**src/rtl/aes_tbox_pkg.sv**
```systemverilog
// AES T-table lookup engine: shared tables, GF(2^8) helper and mode encoding.
package aes_tbox_pkg;

    localparam int LANE_W = 32;

    typedef enum logic [1:0] {
        ENC      = 2'd0,
        DEC      = 2'd1,
        ENC_LAST = 2'd2,
        DEC_LAST = 2'd3
    } tbox_mode_t;

    localparam logic [7:0] SBOX [256] = '{
        8'h63, 8'h7c, 8'h77, 8'h7b, 8'hf2, 8'h6b, 8'h6f, 8'hc5, 8'h30, 8'h01, 8'h67, 8'h2b, 8'hfe, 8'hd7, 8'hab, 8'h76,
        8'hca, 8'h82, 8'hc9, 8'h7d, 8'hfa, 8'h59, 8'h47, 8'hf0, 8'had, 8'hd4, 8'ha2, 8'haf, 8'h9c, 8'ha4, 8'h72, 8'hc0,
        8'hb7, 8'hfd, 8'h93, 8'h26, 8'h36, 8'h3f, 8'hf7, 8'hcc, 8'h34, 8'ha5, 8'he5, 8'hf1, 8'h71, 8'hd8, 8'h31, 8'h15,
        8'h04, 8'hc7, 8'h23, 8'hc3, 8'h18, 8'h96, 8'h05, 8'h9a, 8'h07, 8'h12, 8'h80, 8'he2, 8'heb, 8'h27, 8'hb2, 8'h75,
        8'h09, 8'h83, 8'h2c, 8'h1a, 8'h1b, 8'h6e, 8'h5a, 8'ha0, 8'h52, 8'h3b, 8'hd6, 8'hb3, 8'h29, 8'he3, 8'h2f, 8'h84,
        8'h53, 8'hd1, 8'h00, 8'hed, 8'h20, 8'hfc, 8'hb1, 8'h5b, 8'h6a, 8'hcb, 8'hbe, 8'h39, 8'h4a, 8'h4c, 8'h58, 8'hcf,
        8'hd0, 8'hef, 8'haa, 8'hfb, 8'h43, 8'h4d, 8'h33, 8'h85, 8'h45, 8'hf9, 8'h02, 8'h7f, 8'h50, 8'h3c, 8'h9f, 8'ha8,
        8'h51, 8'ha3, 8'h40, 8'h8f, 8'h92, 8'h9d, 8'h38, 8'hf5, 8'hbc, 8'hb6, 8'hda, 8'h21, 8'h10, 8'hff, 8'hf3, 8'hd2,
        8'hcd, 8'h0c, 8'h13, 8'hec, 8'h5f, 8'h97, 8'h44, 8'h17, 8'hc4, 8'ha7, 8'h7e, 8'h3d, 8'h64, 8'h5d, 8'h19, 8'h73,
        8'h60, 8'h81, 8'h4f, 8'hdc, 8'h22, 8'h2a, 8'h90, 8'h88, 8'h46, 8'hee, 8'hb8, 8'h14, 8'hde, 8'h5e, 8'h0b, 8'hdb,
        8'he0, 8'h32, 8'h3a, 8'h0a, 8'h49, 8'h06, 8'h24, 8'h5c, 8'hc2, 8'hd3, 8'hac, 8'h62, 8'h91, 8'h95, 8'he4, 8'h79,
        8'he7, 8'hc8, 8'h37, 8'h6d, 8'h8d, 8'hd5, 8'h4e, 8'ha9, 8'h6c, 8'h56, 8'hf4, 8'hea, 8'h65, 8'h7a, 8'hae, 8'h08,
        8'hba, 8'h78, 8'h25, 8'h2e, 8'h1c, 8'ha6, 8'hb4, 8'hc6, 8'he8, 8'hdd, 8'h74, 8'h1f, 8'h4b, 8'hbd, 8'h8b, 8'h8a,
        8'h70, 8'h3e, 8'hb5, 8'h66, 8'h48, 8'h03, 8'hf6, 8'h0e, 8'h61, 8'h35, 8'h57, 8'hb9, 8'h86, 8'hc1, 8'h1d, 8'h9e,
        8'he1, 8'hf8, 8'h98, 8'h11, 8'h69, 8'hd9, 8'h8e, 8'h94, 8'h9b, 8'h1e, 8'h87, 8'he9, 8'hce, 8'h55, 8'h28, 8'hdf,
        8'h8c, 8'ha1, 8'h89, 8'h0d, 8'hbf, 8'he6, 8'h42, 8'h68, 8'h41, 8'h99, 8'h2d, 8'h0f, 8'hb0, 8'h54, 8'hbb, 8'h16
    };

    localparam logic [7:0] INV_SBOX [256] = '{
        8'h52, 8'h09, 8'h6a, 8'hd5, 8'h30, 8'h36, 8'ha5, 8'h38, 8'hbf, 8'h40, 8'ha3, 8'h9e, 8'h81, 8'hf3, 8'hd7, 8'hfb,
        8'h7c, 8'he3, 8'h39, 8'h82, 8'h9b, 8'h2f, 8'hff, 8'h87, 8'h34, 8'h8e, 8'h43, 8'h44, 8'hc4, 8'hde, 8'he9, 8'hcb,
        8'h54, 8'h7b, 8'h94, 8'h32, 8'ha6, 8'hc2, 8'h23, 8'h3d, 8'hee, 8'h4c, 8'h95, 8'h0b, 8'h42, 8'hfa, 8'hc3, 8'h4e,
        8'h08, 8'h2e, 8'ha1, 8'h66, 8'h28, 8'hd9, 8'h24, 8'hb2, 8'h76, 8'h5b, 8'ha2, 8'h49, 8'h6d, 8'h8b, 8'hd1, 8'h25,
        8'h72, 8'hf8, 8'hf6, 8'h64, 8'h86, 8'h68, 8'h98, 8'h16, 8'hd4, 8'ha4, 8'h5c, 8'hcc, 8'h5d, 8'h65, 8'hb6, 8'h92,
        8'h6c, 8'h70, 8'h48, 8'h50, 8'hfd, 8'hed, 8'hb9, 8'hda, 8'h5e, 8'h15, 8'h46, 8'h57, 8'ha7, 8'h8d, 8'h9d, 8'h84,
        8'h90, 8'hd8, 8'hab, 8'h00, 8'h8c, 8'hbc, 8'hd3, 8'h0a, 8'hf7, 8'he4, 8'h58, 8'h05, 8'hb8, 8'hb3, 8'h45, 8'h06,
        8'hd0, 8'h2c, 8'h1e, 8'h8f, 8'hca, 8'h3f, 8'h0f, 8'h02, 8'hc1, 8'haf, 8'hbd, 8'h03, 8'h01, 8'h13, 8'h8a, 8'h6b,
        8'h3a, 8'h91, 8'h11, 8'h41, 8'h4f, 8'h67, 8'hdc, 8'hea, 8'h97, 8'hf2, 8'hcf, 8'hce, 8'hf0, 8'hb4, 8'he6, 8'h73,
        8'h96, 8'hac, 8'h74, 8'h22, 8'he7, 8'had, 8'h35, 8'h85, 8'he2, 8'hf9, 8'h37, 8'he8, 8'h1c, 8'h75, 8'hdf, 8'h6e,
        8'h47, 8'hf1, 8'h1a, 8'h71, 8'h1d, 8'h29, 8'hc5, 8'h89, 8'h6f, 8'hb7, 8'h62, 8'h0e, 8'haa, 8'h18, 8'hbe, 8'h1b,
        8'hfc, 8'h56, 8'h3e, 8'h4b, 8'hc6, 8'hd2, 8'h79, 8'h20, 8'h9a, 8'hdb, 8'hc0, 8'hfe, 8'h78, 8'hcd, 8'h5a, 8'hf4,
        8'h1f, 8'hdd, 8'ha8, 8'h33, 8'h88, 8'h07, 8'hc7, 8'h31, 8'hb1, 8'h12, 8'h10, 8'h59, 8'h27, 8'h80, 8'hec, 8'h5f,
        8'h60, 8'h51, 8'h7f, 8'ha9, 8'h19, 8'hb5, 8'h4a, 8'h0d, 8'h2d, 8'he5, 8'h7a, 8'h9f, 8'h93, 8'hc9, 8'h9c, 8'hef,
        8'ha0, 8'he0, 8'h3b, 8'h4d, 8'hae, 8'h2a, 8'hf5, 8'hb0, 8'hc8, 8'heb, 8'hbb, 8'h3c, 8'h83, 8'h53, 8'h99, 8'h61,
        8'h17, 8'h2b, 8'h04, 8'h7e, 8'hba, 8'h77, 8'hd6, 8'h26, 8'he1, 8'h69, 8'h14, 8'h63, 8'h55, 8'h21, 8'h0c, 8'h7d
    };

    // Shift-and-add multiply in GF(2^8), reduced by x^8+x^4+x^3+x+1.
    function automatic logic [7:0] gmul(input logic [7:0] a, input logic [7:0] c);
        logic [7:0] p;
        logic [7:0] x;
        p = 8'h00;
        x = a;
        for (int i = 0; i < 8; i++) begin
            if (c[i]) p = p ^ x;
            x = {x[6:0], 1'b0} ^ (x[7] ? 8'h1B : 8'h00);
        end
        return p;
    endfunction

endpackage

```
**src/rtl/aes_tbox_lane.sv**
```systemverilog
// One byte lane: combinational byte -> 32-bit T-table / last-round word.
module aes_tbox_lane
    import aes_tbox_pkg::*;
(
    input  logic [7:0]        byte_i,
    input  logic [1:0]        k_i,
    input  logic [1:0]        mode_i,
    output logic [LANE_W-1:0] word_o
);

    tbox_mode_t  mode_e;
    logic [7:0]  s;
    logic [7:0]  si;
    logic [31:0] t0;
    logic [31:0] rot;
    logic [31:0] last;

    // Build the k=0 table word, rotate right by whole bytes, or place the bare
    // S-box byte at byte position 3-k for the final round.
    always_comb begin
        mode_e = tbox_mode_t'(mode_i);
        s      = SBOX[byte_i];
        si     = INV_SBOX[byte_i];
        if (mode_e == DEC)
            t0 = {gmul(si, 8'h0E), gmul(si, 8'h09), gmul(si, 8'h0D), gmul(si, 8'h0B)};
        else
            t0 = {gmul(s, 8'h02), s, s, gmul(s, 8'h03)};
        case (k_i)
            2'd0:    rot = t0;
            2'd1:    rot = {t0[7:0],  t0[31:8]};
            2'd2:    rot = {t0[15:0], t0[31:16]};
            default: rot = {t0[23:0], t0[31:24]};
        endcase
        // 3-k on two bits is ~k; shift amount is that times 8
        last   = {24'd0, (mode_e == DEC_LAST) ? si : s} << {~k_i, 3'b000};
        word_o = (mode_e == ENC || mode_e == DEC) ? rot : last;
    end

endmodule

```
**src/rtl/aes_tbox_lanes.sv**
```systemverilog
// Multi-lane pipelined AES T-table lookup with valid chain, stall and 1/2-cycle latency.
module aes_tbox_lanes
    import aes_tbox_pkg::*;
#(
    parameter int LANES   = 4,
    parameter int LATENCY = 1
) (
    input  logic                    clk,
    input  logic                    rst,
    input  logic                    en,
    input  logic                    in_valid,
    input  logic [1:0]              mode,
    input  logic [LANES*8-1:0]      in_byte,
    input  logic [LANES*2-1:0]      in_sel,
    output logic                    out_valid,
    output logic [LANES*LANE_W-1:0] out
);

    if (LATENCY != 1 && LATENCY != 2) begin : g_bad_latency
        $error("aes_tbox_lanes: LATENCY must be 1 or 2");
    end

    // Valid chain: index 0 is the live input, index LATENCY is the output.
    logic [LATENCY-1:0] vld_pipe_q;
    logic [LATENCY-1:0] vld_pipe_d;
    logic [LATENCY:0]   vld_pipe;

    assign vld_pipe  = {vld_pipe_q, in_valid};
    assign out_valid = vld_pipe[LATENCY];

    // Shift valid bits only on enabled cycles.
    always_comb begin
        vld_pipe_d = vld_pipe_q;
        if (en) vld_pipe_d = vld_pipe[LATENCY-1:0];
    end

    // Valid chain register.
    always_ff @(posedge clk or posedge rst) begin
        if (rst) vld_pipe_q <= '0;
        else     vld_pipe_q <= vld_pipe_d;
    end

    // Lookup operands: either the raw inputs or a registered copy of them.
    logic [LANES*8-1:0] lk_byte;
    logic [LANES*2-1:0] lk_sel;
    logic [1:0]         lk_mode;

    if (LATENCY == 2) begin : g_stage1
        logic [LANES*8-1:0] byte_q, byte_d;
        logic [LANES*2-1:0] sel_q, sel_d;
        logic [1:0]         mode_q, mode_d;

        // Capture operands on every enabled cycle, valid or not.
        always_comb begin
            byte_d = byte_q;
            sel_d  = sel_q;
            mode_d = mode_q;
            if (en) begin
                byte_d = in_byte;
                sel_d  = in_sel;
                mode_d = mode;
            end
        end

        // Stage-1 operand register.
        always_ff @(posedge clk or posedge rst) begin
            if (rst) begin
                byte_q <= '0;
                sel_q  <= '0;
                mode_q <= '0;
            end else begin
                byte_q <= byte_d;
                sel_q  <= sel_d;
                mode_q <= mode_d;
            end
        end

        assign lk_byte = byte_q;
        assign lk_sel  = sel_q;
        assign lk_mode = mode_q;
    end else begin : g_direct
        assign lk_byte = in_byte;
        assign lk_sel  = in_sel;
        assign lk_mode = mode;
    end

    logic [LANES-1:0][LANE_W-1:0] lk_word;
    logic [LANES-1:0][LANE_W-1:0] out_q;
    logic [LANES-1:0][LANE_W-1:0] out_d;

    for (genvar i = 0; i < LANES; i++) begin : g_lane
        aes_tbox_lane u_lane (
            .byte_i (lk_byte[8*i +: 8]),
            .k_i    (lk_sel[2*i +: 2]),
            .mode_i (lk_mode),
            .word_o (lk_word[i])
        );
    end

    // Output register follows the lookup on enabled cycles, holds otherwise.
    always_comb begin
        out_d = out_q;
        if (en) out_d = lk_word;
    end

    // Output word register.
    always_ff @(posedge clk or posedge rst) begin
        if (rst) out_q <= '0;
        else     out_q <= out_d;
    end

    assign out = out_q;

endmodule

```
**config.mk**
```make
export PLATFORM = sky130hd
export DESIGN_NAME = aes_tbox_lanes
export DESIGN_NICKNAME = d
export VERILOG_FILES = /design/src/rtl/aes_tbox_pkg.sv /design/src/rtl/aes_tbox_lane.sv /design/src/rtl/aes_tbox_lanes.sv
export SDC_FILE = /design/constraint.sdc
export NUM_CORES = 2
export LEC_CHECK = 0
export ABC_AREA = 1
export CORE_MARGIN = 1.5
export CORE_UTILIZATION = 35
export CTS_BUF_LIST = sky130_fd_sc_hd__clkbuf_8
export CTS_CLUSTER_SIZE = 10
export DETAILED_ROUTE_END_ITERATION = 10
export GPL_TIMING_DRIVEN = 1
export PLACE_DENSITY = 0.62
export SETUP_SLACK_MARGIN = 0.5
export SLEW_MARGIN = 15
export SYNTH_ARGS = -nofsm -noshare
export SYNTH_HDL_FRONTEND = slang
export SYNTH_HIERARCHICAL = 1
export SYNTH_SLANG_ARGS = --single-unit
```
**constraint.sdc**
```tcl
create_clock -name clk -period 8.67 [get_ports clk]
set_input_delay 1.3005 -clock clk [delete_from_list [all_inputs] [get_ports clk]]
set_output_delay 1.3005 -clock clk [all_outputs]
set_load 0.02 [all_outputs]
```
==> results.toml <==
[synthesis]
ys_types = 52
synth-seq-area-share = 0.0884
ys_ff_latch = 129
synth_top_area_cell = "nand2_1"
synthFlopType = "dfrtp_1"
synth_common_cells = "nand2_1 (3082), nand3_1 (1677), o21ai_0 (347), nor2_1 (322), inv_1 (305)"
ys.warnings.count = 6
avgSynthCellArea_sq_um = 4.98
yosysTopAreaCellShare = 0.317
synthMostInstantiatedCell = "nand2_1"
synthCells = 7328
synth-edff-count = 0
synth_area_sq_um = 36500
synth_area_leaders = "nand2_1 (32%), nand3_1 (23%), dfrtp_1 (8.8%)"
synthArstFlopShare = 1.00
syn_nets = 7450

[clocking]
ctsHtreeMaxLevel = 4
cts_setup_buffers = 0
cts_root_buffer = "clkbuf_8"
clock_sinks = 129
insertion_delay_ps = 520
cts_resized = 0
cts_tree = "yes"
ctsHoldBuffers = 0
clk_pin_slew_ps = 80
numCtsBuffers = 17
cts_max_path_buffers = 2

[routing]
vias = 54231
topRoutingLayerUsed = "met5"
dr.pass1.iters = 9
via_per_inst = 6.37
drc = 0
met1_length_microns = 83800
wl_met3_microns = 29900
drt_iter0_drc = 10594
wl_per_cell_microns = 26.1
antenna_left = 0
wl_microns = 222000
dr_wl_met2_microns = 91200

[worst_setup_path]
worstPathRequired_ps = 9130
critPathLaunchType = "input port"
arrival_ps = 6960
cp-end-kind = "flop"
cp_max_fo = 15
crit_type = "input port to flop"

[floorplanning]
boundaryPins = 175
die_y_microns = 326
core_sq_um = 103000
initial_core_util = 0.353
rows = 118
die_x_microns = 326
die-area_sq_um = 106000

[grt]
first_global_vias = 49061
grt_usage = 0.399
grt_pass1_wl_microns = 326000
grt_max_degree = 116
antenna_found_initial = 6
gr-total-overflow = 0

[timing]
hold_violations = 0
tightest_slew_ps = 1210
slew-limit-headroom = 0.188
drv_slew = 0
fin_skew_ps = 0
max_freq_mhz = 154
fin_crit_ps = 6500
rsz0062_at_grt = "false"
setup_violations = 0
fin_setup_tns_ps = 0
finalCritPeriodShare = 0.750

[place]
finalWeightedCongestion = 1.13
portBuffers = 174
dp_hpwl_microns = 159000
dp.cells = 8481

[job]
maxCapViolCount = 0

[finish]
instances_no_fill = 8515
drive_gt1_frac = 0.0461
final_nets = 7242
synthToLayoutAreaGrowth_pct = 5.02

[power_and_ir_drop]
ir_drop_mv = 0.0726
p_per_area_nw_per_um2 = 126
leakage_nw = 20.1

[outcome]
outcome = "completed"

[min_path]
hp-class = "flop to flop"
[sequential cells by signal, indices dropped and copies added, names as in the netlist]
signal     count
out_valid      1
out          128
[final cells by class]
cell class / count / area, sq um
Inverter: 348 / 1330
Clock buffer: 17 / 234
Timing Repair Buffer: 259 / 2340
Antenna cell: 3 / 7.51
Fill cell: 12083 / 65200
Multi-Input combinational cell: 6365 / 29300
Tap cell: 1380 / 1730
Sequential cell: 129 / 3230
Clock inverter: 14 / 190
[metrics by stage]
stage | worst slack (ps) | instance area [sq um] | hold slack (ps) | util | power (mW)
floorplan | 3930 | 36500 | 578 | - | 2.94
global placement | 1840 | 37900 | 454 | 0.366 | 4.07
detailed placement | 1960 | 37900 | 458 | 0.366 | 4.05
CTS | 2510 | 38300 | 476 | 0.370 | 4.67
global route | 2060 | 38300 | 498 | 0.370 | 5.08
finish | 2170 | 38300 | 472 | 0.370 | 4.81
[placed cells by master (no fill, tap or decap), drive strengths merged, types with 102 or more instances in the layout]
| master | count |
|---|---|
| a21oi | 294 |
| inv | 331 |
| nor2 | 344 |
| o211ai | 107 |
| nand2 | 3196 |
| buf | 102 |
| dfrtp | 129 |
| clkdlybuf4s50 | 156 |
| nand3 | 1689 |
| o21ai | 406 |
[final timing paths]
check	start	to	slack [ps]	depth (start not counted)
max reg2reg	out[53]	out[53]	7850	2
max in group asynchronous	rst	out[37]	6130	3
min in group asynchronous	rst	out[22]	1190	2
min reg2reg	out[12]	out[12]	470	2
min	out[12]	out[12]	470	2
max	in_byte[8]	out[35]	2170	22
[logic make-up after synthesis]
group	share of synthesized area
AND/OR/NAND/NOR	0.627
AO/OA/AOI/OAI	0.139
buffers and inverters	0.110
flip-flops	0.0884
adder cells (fa/ha/maj)	0.0261
XOR/XNOR	0.00977
[per-layer routing]
metal / track usage / up-vias
met5: 0 / -
met4: 0.244 / 4
met3: 0.108 / 1028
met2: 0.587 / 4654
met1: 0.515 / 24701
li1: - / 23844
[power by group]
| part | internal, mW | total (mW) | switching, mW | leakage, nW |
|---|---|---|---|---|
| Clock | 0.311 | 0.598 | 0.287 | 0.217 |
| Sequential | 0.690 | 0.763 | 0.0727 | 1.66 |
| Combinational | 0.948 | 3.45 | 2.50 | 18.2 |
[worst max-delay path, stage by stage]
cell             delay [ps]
clkdlybuf4s50_1        1080
inv_1                   460
ha_1                    510
nand2_1                 680
nand2_1                 310
nor2_1                  340
o21ai_0                 160
nand3_1                 240
nand3_1                 110
nand2_1                 380
inv_1                   190
nor2_1                  220
inv_1                   100
nand2_1                  60
o21ai_0                 120
nand3_1                 190
o21ai_0                 100
inv_1                    90
nand2_1                  50
nand2_1                  70
nand2_1                  60
nand2_1                 110
Note: power is estimated with default switching activity, not from simulation.
